### src/rtl/imem_fetch_ctrl.sv
// Instruction fetch: owns the PC, reads combinational imem, holds one fetched word for decode.
// Latency: 1 cycle from PC to out_instr; 1 instruction per cycle while out_ready is high.
// Backpressure: out_ready low stalls the PC and the output entry; a redirect always flushes the entry.
module imem_fetch_ctrl #(
    parameter logic [31:0] RESET_PC = 32'h0000_0000,
    parameter int unsigned MEM_SIZE = 256
) (
    input  logic        clk,
    input  logic        reset,
    output logic [31:0] imem_addr,
    input  logic [31:0] imem_data,
    input  logic        redirect_valid,
    input  logic [31:0] redirect_pc,
    output logic        out_valid,
    input  logic        out_ready,
    output logic [31:0] out_instr,
    output logic [31:0] out_pc,
    output logic        fault,
    output logic [31:0] fault_pc,
    output logic [31:0] fetch_count
);

    localparam logic [31:0] MEM_LIMIT = 32'(MEM_SIZE);

    typedef enum logic {
        RUN   = 1'b0,
        FAULT = 1'b1
    } state_t;

    typedef struct packed {
        logic [31:0] pc;
        logic [31:0] instr;
    } fetch_t;

    state_t      state;
    logic [31:0] pc;
    fetch_t      out_entry;
    logic        accept;
    logic        load;
    logic        pc_in_range;
    logic        redirect_bad;

    assign accept       = out_valid & out_ready;
    assign load         = (state == RUN) & (~out_valid | out_ready);
    assign pc_in_range  = pc < MEM_LIMIT;
    assign redirect_bad = (redirect_pc[1:0] != 2'b00) || (redirect_pc >= MEM_LIMIT);

    assign imem_addr = pc;
    assign out_instr = out_entry.instr;
    assign out_pc    = out_entry.pc;
    assign fault     = (state == FAULT);

    always_ff @(posedge clk) begin
        if (reset) begin
            state       <= RUN;
            pc          <= RESET_PC;
            out_valid   <= 1'b0;
            out_entry   <= '0;
            fault_pc    <= '0;
            fetch_count <= '0;
        end else begin
            // An accept in the same cycle as a redirect is a flushed word, not a delivery.
            if (accept && !redirect_valid) begin
                fetch_count <= fetch_count + 32'd1;
            end

            if (redirect_valid) begin
                out_valid <= 1'b0;
                if (redirect_bad) begin
                    state    <= FAULT;
                    fault_pc <= redirect_pc;
                end else begin
                    state <= RUN;
                    pc    <= redirect_pc;
                end
            end else if (load) begin
                if (pc_in_range) begin
                    out_entry.instr <= imem_data;
                    out_entry.pc    <= pc;
                    out_valid       <= 1'b1;
                    pc              <= pc + 32'd4;
                end else begin
                    // Running off the end of memory: the held word (if accepted now) still counts.
                    state     <= FAULT;
                    fault_pc  <= pc;
                    out_valid <= 1'b0;
                end
            end else if (accept) begin
                out_valid <= 1'b0;
            end
        end
    end

endmodule

### config.mk
export PLATFORM = sky130hd
export DESIGN_NAME = imem_fetch_ctrl
export DESIGN_NICKNAME = d
export VERILOG_FILES = /design/src/rtl/imem_fetch_ctrl.sv
export SDC_FILE = /design/constraint.sdc
export NUM_CORES = 1
export LEC_CHECK = 0
export CAP_MARGIN = 40
export CORE_ASPECT_RATIO = 1.5
export CORE_MARGIN = 2
export CORE_UTILIZATION = 45
export DETAILED_ROUTE_END_ITERATION = 12
export HOLD_SLACK_MARGIN = 0.12
export PLACE_DENSITY_LB_ADDON = 0.08
export SLEW_MARGIN = 20
export SYNTH_ARGS = -nofsm -noshare
export SYNTH_HDL_FRONTEND = slang
export SYNTH_SLANG_ARGS = --single-unit
### constraint.sdc
create_clock -name clk -period 2.9 [get_ports clk]
set_input_delay 0.87 -clock clk [delete_from_list [all_inputs] [get_ports clk]]
set_output_delay 0.87 -clock clk [all_outputs]
set_load 0.1 [all_outputs]
# Yosys cells after proc, flatten, opt, wreduce, memory -nomap -nowiden
# Cells that the tools add are included.
dict set report totals {
  ff_bits 162
  input_bits 68
  out_inout_bits 162
  word_cells 47
}
dict set report classes {
  n_addsub 2
  n_lt_le_gt_ge 2
  n_eq_ne 3
  n_mux 15
  bitwise_logic 6
  reduce_logical 12
}
# operator count
set op_table {}
lappend op_table {{two-way mux 32 bit} 8}
lappend op_table {{adder 32 x 1 -> 32 bit (second input constant)} 1}
lappend op_table {{adder 32 x 3 -> 32 bit (second input constant)} 1}
lappend op_table {{>= comparator 32 x 9 -> 1 bit (second input constant)} 1}
lappend op_table {{< comparator 32 x 9 -> 1 bit (second input constant)} 1}
lappend op_table {{AND reduction 3 bit} 3}
lappend op_table {{nonzero test 2 bit} 4}
lappend op_table {{two-way mux 1 bit} 7}
lappend op_table {{inequality test 2 bit (second input constant)} 2}
lappend op_table {{inverter 1 bit} 3}
lappend op_table {{AND 1 bit} 2}
lappend op_table {{inequality test 2 x 1 -> 1 bit (second input constant)} 1}
lappend op_table {{AND reduction 2 bit} 1}
lappend op_table {{OR reduction 2 bit} 1}
lappend op_table {{logical AND 1 bit} 1}
lappend op_table {{zero test 1 bit} 1}
lappend op_table {{logical OR 1 bit} 1}
lappend op_table {{bitwise OR 1 bit} 1}

# Logic depth before layout (Yosys ltp)
dict set report depth {
  word_depth 5
  mapped_depth 8
  ltp_nobuf 6
}

# Worst setup path after synthesis
# Ideal clock, no wire load.
dict set report synth_timing {
  path_type {register -> register}
  startpoint {reg fetch_count[10]}
  endpoint {reg fetch_count[31]}
  setup_time_ps 123
  t_arrival_ps 2474
  required_time_ps 2777
  slack_ps 302
  stages_incl_launch_ff 6
  path_buffers 0
  synth_period_minus_slack_ps 2598
  cell_sequence {dfxtp_1 nand4_2 nor4_4 nand3_1 nor3_1 mux2_1}
}
dict set report synth_via {
  elab_chain_cells 1
}
# element line_no
set synth_lines {}
lappend synth_lines {{start: declaration} 20} ;# output logic [31:0] fetch_count
lappend synth_lines {{start signal: assignment} 64} ;# fetch_count <= fetch_count + 32'd1;
lappend synth_lines {{adder 32 x 1 -> 32 bit} 64}
# Every way passes these cells.
# A chain may end at the register's enable or synchronous reset.

# Worst setup path in the final report
dict set report layout_timing {
  startpoint {in redirect_pc[29]}
  endpoint {reg fault_pc[30]}
}
dict set report layout_via {
  elab_chain_cells 4
}
# element line_no
set layout_lines {}
lappend layout_lines {{start: declaration} 13} ;# input logic [31:0] redirect_pc,
lappend layout_lines {{>= comparator 32 x 9 -> 1 bit} 46} ;# assign redirect_bad = (redirect_pc[1:0] != 2'b00) || (redirect_pc >= MEM_LIMIT);
lappend layout_lines {{logical OR 1 bit} 46}
lappend layout_lines {{inequality test 2 x 1 -> 1 bit (no line)} n/a}
lappend layout_lines {{AND reduction 3 bit (no line)} n/a}
lappend layout_lines {{end signal: assignment} 71} ;# fault_pc <= redirect_pc;
lappend layout_lines {{end signal: assignment} 85} ;# fault_pc <= pc;
lappend layout_lines {{end: declaration} 19} ;# output logic [31:0] fault_pc,
# Every way passes these cells.

==> impl_results.html <==
<table>
<tr><th>Metric</th><th>Value</th></tr>
<tr><th colspan="2">Run status</th></tr>
<tr><td>Status</td><td>completed</td></tr>
<tr><th colspan="2">STA</th></tr>
<tr><td>Count of endpoints failing setup in the final report</td><td>0</td></tr>
<tr><td>Max Transition Viols Final</td><td>0</td></tr>
<tr><td>Highest achievable clock rate</td><td>385 MHz</td></tr>
<tr><td>Final hold violation count</td><td>0</td></tr>
<tr><td>Max Clock Skew</td><td>15.6 ps</td></tr>
<tr><td>Minimum clock period</td><td>2600 ps</td></tr>
<tr><td>RSZ-0062 raised after global routing</td><td>false</td></tr>
<tr><td>Hold Worst Slack</td><td>457 ps</td></tr>
<tr><td>Worst slew margin relative to its limit</td><td>0.542</td></tr>
<tr><td>Transition time at the pin with the least slew margin</td><td>684 ps</td></tr>
<tr><td>Period Utilization, post-route</td><td>0.897</td></tr>
<tr><th colspan="2">Worst setup path</th></tr>
<tr><td>CP Capture Type</td><td>flip-flop</td></tr>
<tr><td>Critical path launch point type</td><td>input port</td></tr>
<tr><td>Worst endpoint data arrival time</td><td>2940 ps</td></tr>
<tr><td>Category of the critical setup timing path</td><td>in -&gt; reg</td></tr>
<tr><td>Largest incremental delay on the critical path</td><td>430 ps</td></tr>
<tr><td>Required @ worst endpoint</td><td>3230 ps</td></tr>
<tr><td>Maximum fanout encountered on the critical timing path</td><td>26</td></tr>
<tr><td>Critical path startpoint</td><td>redirect_pc[29]</td></tr>
<tr><td>CP cell instances</td><td>clkdlybuf4s50_1, nor4_1, buf_4, nand4_1, a211o_1, and2_2, buf_12, a211oi_2</td></tr>
<tr><td>Standard cell with the maximum stage delay on the critical path</td><td>sky130_fd_sc_hd__clkdlybuf4s50_1</td></tr>
<tr><td>Origin of the critical flop-to-flop path</td><td>imem_addr[31]$_SDFFE_PP0P_</td></tr>
<tr><th colspan="2">Floorplan</th></tr>
<tr><td>Num ports</td><td>230</td></tr>
<tr><td>Die outline area</td><td>0.0154 mm²</td></tr>
<tr><td>Die width</td><td>102 µm</td></tr>
<tr><td>Number of placement rows</td><td>53</td></tr>
<tr><td>Core Footprint</td><td>0.0141 mm²</td></tr>
<tr><td>Initial core utilization</td><td>0.462</td></tr>
<tr><td>Overall die height</td><td>151 µm</td></tr>
<tr><th colspan="2">CTS</th></tr>
<tr><td>Clock transition at the registers of the reported paths</td><td>70 ps</td></tr>
<tr><td>Clk sinks</td><td>162</td></tr>
<tr><td>CTS max path bufs</td><td>2</td></tr>
<tr><td>Clock tree root buffer cell</td><td>sky130_fd_sc_hd__clkbuf_16</td></tr>
<tr><td>H-tree lvl count</td><td>4</td></tr>
<tr><td>Clock tree from TritonCTS</td><td>yes</td></tr>
<tr><td>Post-CTS Setup Bufs</td><td>0</td></tr>
<tr><td>Clock buffers created by TritonCTS</td><td>17</td></tr>
<tr><td>Post-cts resize count</td><td>0</td></tr>
<tr><td>CTS Hold Bufs</td><td>0</td></tr>
<tr><td>Clk_lat worst skew</td><td>430 ps</td></tr>
<tr><th colspan="2">Pwr</th></tr>
<tr><td>P_leak</td><td>3.91 nW</td></tr>
<tr><td>Net switching fraction of the power</td><td>0.352</td></tr>
<tr><td>Part of the total power dissipated in the clock network</td><td>0.360</td></tr>
<tr><td>Total net switching power</td><td>0.00207 W</td></tr>
<tr><td>Seq pwr share</td><td>0.406</td></tr>
<tr><td>Power density over the cells</td><td>638 mW/mm²</td></tr>
<tr><td>IR Drop Worst-Case VDD</td><td>428 µV</td></tr>
<tr><td>Share of total power in combinational logic</td><td>0.234</td></tr>
<tr><td>Cell internal power dissipation</td><td>0.00380 W</td></tr>
<tr><th colspan="2">Routing</th></tr>
<tr><td>Mean routed wirelength per cell</td><td>16.2 µm</td></tr>
<tr><td>Detailed-route wire length</td><td>18.3 mm</td></tr>
<tr><td>Residual antenna-violating net count after detailed routing</td><td>0</td></tr>
<tr><td>Overall via count from detail_route</td><td>5,780</td></tr>
<tr><td>First drt pass iteration count</td><td>4</td></tr>
<tr><td>Number of DRC violations after detailed-routing iteration 0</td><td>251</td></tr>
<tr><td>Routed vias/inst</td><td>5.12</td></tr>
<tr><td>Post-detailed-route DRC marker count</td><td>0</td></tr>
<tr><th colspan="2">Layout</th></tr>
<tr><td>Area Growth Syn to Fin</td><td>41.7%</td></tr>
<tr><td>Layout cell share with drive strength beyond 1</td><td>0.282</td></tr>
<tr><td>Multi-input gate area in the final layout</td><td>0.00303 mm²</td></tr>
<tr><td>Final std cell area, no fill</td><td>0.00921 mm²</td></tr>
<tr><td>Sequential cell area</td><td>0.00324 mm²</td></tr>
<tr><td>Layout net count</td><td>993</td></tr>
<tr><td># fillers</td><td>1,169</td></tr>
<tr><th colspan="2">Synth</th></tr>
<tr><td>Seq cells post-synth</td><td>162</td></tr>
<tr><td>Post-synthesis instance area</td><td>0.00650 mm²</td></tr>
<tr><td>Most area-hungry cell type in the Yosys netlist</td><td>sky130_fd_sc_hd__dfxtp_1</td></tr>
<tr><td>Yosys warns</td><td>0</td></tr>
<tr><td>Area share of the largest cell type after synthesis</td><td>0.499</td></tr>
<tr><td>Most frequently used flop master after synthesis</td><td>sky130_fd_sc_hd__dfxtp_1</td></tr>
<tr><td>Register area share after synthesis</td><td>0.499</td></tr>
<tr><td>Net count after synthesis</td><td>763</td></tr>
<tr><td>Post-synthesis area per instance</td><td>9.38 µm²</td></tr>
<tr><td>Cell count after synthesis</td><td>693</td></tr>
<tr><td>Top cells by count, synth</td><td>sky130_fd_sc_hd__dfxtp_1 (162), sky130_fd_sc_hd__nand2_1 (103), sky130_fd_sc_hd__a21oi_1 (76)</td></tr>
<tr><td>Cells taking the most area after synthesis</td><td>sky130_fd_sc_hd__dfxtp_1 (50%), sky130_fd_sc_hd__a211oi_2 (6.0%), sky130_fd_sc_hd__nand2_1 (5.9%), sky130_fd_sc_hd__a21oi_1 (5.9%), sky130_fd_sc_hd__mux2i_1 (5.2%)</td></tr>
<tr><td>Yosys cell types</td><td>49</td></tr>
<tr><td>Top-count cell post-synth</td><td>sky130_fd_sc_hd__dfxtp_1</td></tr>
<tr><td>Post-synthesis async set-or-reset flop share</td><td>0</td></tr>
<tr><td>EDFF count, synth</td><td>0</td></tr>
<tr><th colspan="2">Run</th></tr>
<tr><td>Number of max-cap violations</td><td>0</td></tr>
<tr><th colspan="2">GRT</th></tr>
<tr><td>Number of global-route vias before repair</td><td>5,728</td></tr>
<tr><td>Initial antenna violation count</td><td>0</td></tr>
<tr><td>Global Route Usage Sum</td><td>0.233</td></tr>
<tr><td>Wire length of the first global-routing pass</td><td>28.3 mm</td></tr>
<tr><td>Pin count of the biggest net entering global routing</td><td>45</td></tr>
<tr><td>Global route total overflow</td><td>0</td></tr>
<tr><th colspan="2">Placed design</th></tr>
<tr><td>Placed Instance Area</td><td>0.00865 mm²</td></tr>
<tr><td>Placed wire-length estimate after detailed placement</td><td>13.4 mm</td></tr>
<tr><td>Number of port buffers</td><td>229</td></tr>
<tr><td>RePlAce Congestion</td><td>0.838</td></tr>
<tr><th colspan="2">Hold path</th></tr>
<tr><td>Hold WC Path Type</td><td>reg -&gt; reg</td></tr>
<tr><td>Start point of the worst hold path</td><td>out_instr[13]$_SDFFE_PP0P_</td></tr>
</table>
[metrics by stage]
stage	util	setup TNS [ps]	cells	worst slack [ps]	power (W)
detailed placement	0.616	-3640	1096	-116	0.00381
floorplan	-	0	693	302	0.00344
global placement	0.615	-2810	1095	-64.2	0.00379
CTS	0.655	0	1128	312	0.00592
finish	0.655	0	1129	299	0.00587
global route	0.655	0	1128	213	0.00608
[cell usage in the layout, fill, tap and decap left out, types with 4 or more instances in the layout]
| cell | netlist | final |
|---|---|---|
| sky130_fd_sc_hd__xor2_1 | 13 | 13 |
| sky130_fd_sc_hd__or4_1 | 4 | 4 |
| sky130_fd_sc_hd__a21oi_1 | 76 | 76 |
| sky130_fd_sc_hd__nor4_1 | 14 | 14 |
| sky130_fd_sc_hd__nand3_1 | 18 | 17 |
| sky130_fd_sc_hd__clkinv_4 | 0 | 4 |
| sky130_fd_sc_hd__buf_4 | 3 | 188 |
| sky130_fd_sc_hd__clkbuf_16 | 0 | 17 |
| sky130_fd_sc_hd__inv_1 | 5 | 5 |
| sky130_fd_sc_hd__xnor2_1 | 9 | 9 |
| sky130_fd_sc_hd__clkdlybuf4s50_1 | 0 | 65 |
| sky130_fd_sc_hd__and2_1 | 53 | 52 |
| sky130_fd_sc_hd__nand4_1 | 11 | 11 |
| sky130_fd_sc_hd__nor3_1 | 12 | 12 |
| sky130_fd_sc_hd__dfxtp_1 | 162 | 162 |
| sky130_fd_sc_hd__a311oi_1 | 4 | 4 |
| sky130_fd_sc_hd__a211oi_2 | 31 | 31 |
| sky130_fd_sc_hd__and3_1 | 7 | 6 |
| sky130_fd_sc_hd__nor2_1 | 38 | 38 |
| sky130_fd_sc_hd__nor2b_1 | 8 | 8 |
| sky130_fd_sc_hd__and4_1 | 5 | 5 |
| sky130_fd_sc_hd__mux2i_1 | 34 | 34 |
| sky130_fd_sc_hd__nand2_1 | 103 | 103 |
[metal layers]
| layer | track usage | share of wire |
|---|---|---|
| met4 | 0.0867 | 0.019 |
| met1 | 0.267 | 0.41 |
| met2 | 0.417 | 0.52 |
| met3 | 0.0498 | 0.054 |
| met5 | 0 | 0 |
[worst max-delay path, delay by kind of cell]
kind	cells	cell delay, ps
buffers and inverters	3	790
AO/OA/AOI/OAI	2	490
AND/OR/NAND/NOR	3	770
[power groups by stage]
| stage | combinational [W] | clock (W) | sequential, W |
|---|---|---|---|
| after global placement | 0.00135 | 0 | 0.00243 |
| final | 0.00137 | 0.00211 | 0.00239 |
| after global routing | 0.00143 | 0.00225 | 0.00240 |
| after detailed placement | 0.00137 | 0 | 0.00244 |
| after CTS | 0.00138 | 0.00216 | 0.00239 |
| after floorplan | 0.000339 | 0 | 0.00310 |
[area by class of cell]
| class | count | area share |
|---|---|---|
| inverter | 5 | 0.00204 |
| clock inverter | 13 | 0.0128 |
| clock buffer | 19 | 0.0470 |
| tap | 192 | 0.0261 |
| antenna | 1 | 0.000272 |
| timing repair buffer | 257 | 0.231 |
| multi-input combinational | 480 | 0.329 |
| sequential | 162 | 0.352 |
[final timing paths]
check	end	slack (ps)	depth (start not counted)
worst max-delay path	fault_pc[30]$_SDFFE_PP0P_	300	8
worst min-delay path	out_instr[13]$_SDFFE_PP0P_	460	2
worst max register to register	imem_addr[8]$_SDFFE_PP0P_	460	7
worst min register to register	out_instr[13]$_SDFFE_PP0P_	460	2
[registers in the layout, indices dropped and copies added (netlist names)]
name	cells
fault_pc	32
fetch_count	32
imem_addr	32
out_instr	32
out_pc	32
fault	1
out_valid	1
[logic make-up (layout without fill, tap and decap cells)]
logic type,count (synthesis),in the layout,share of synthesized area
flops,162,162,0.499
fa+ha+maj,2,2,0.00385
mux,38,38,0.0593
other cells,0,1,0
compound gates,129,129,0.144
simple gates,289,289,0.227
xor+xnor,22,22,0.0297
buf+inv,51,294,0.0366
Power figures use the tool's default switching activity.
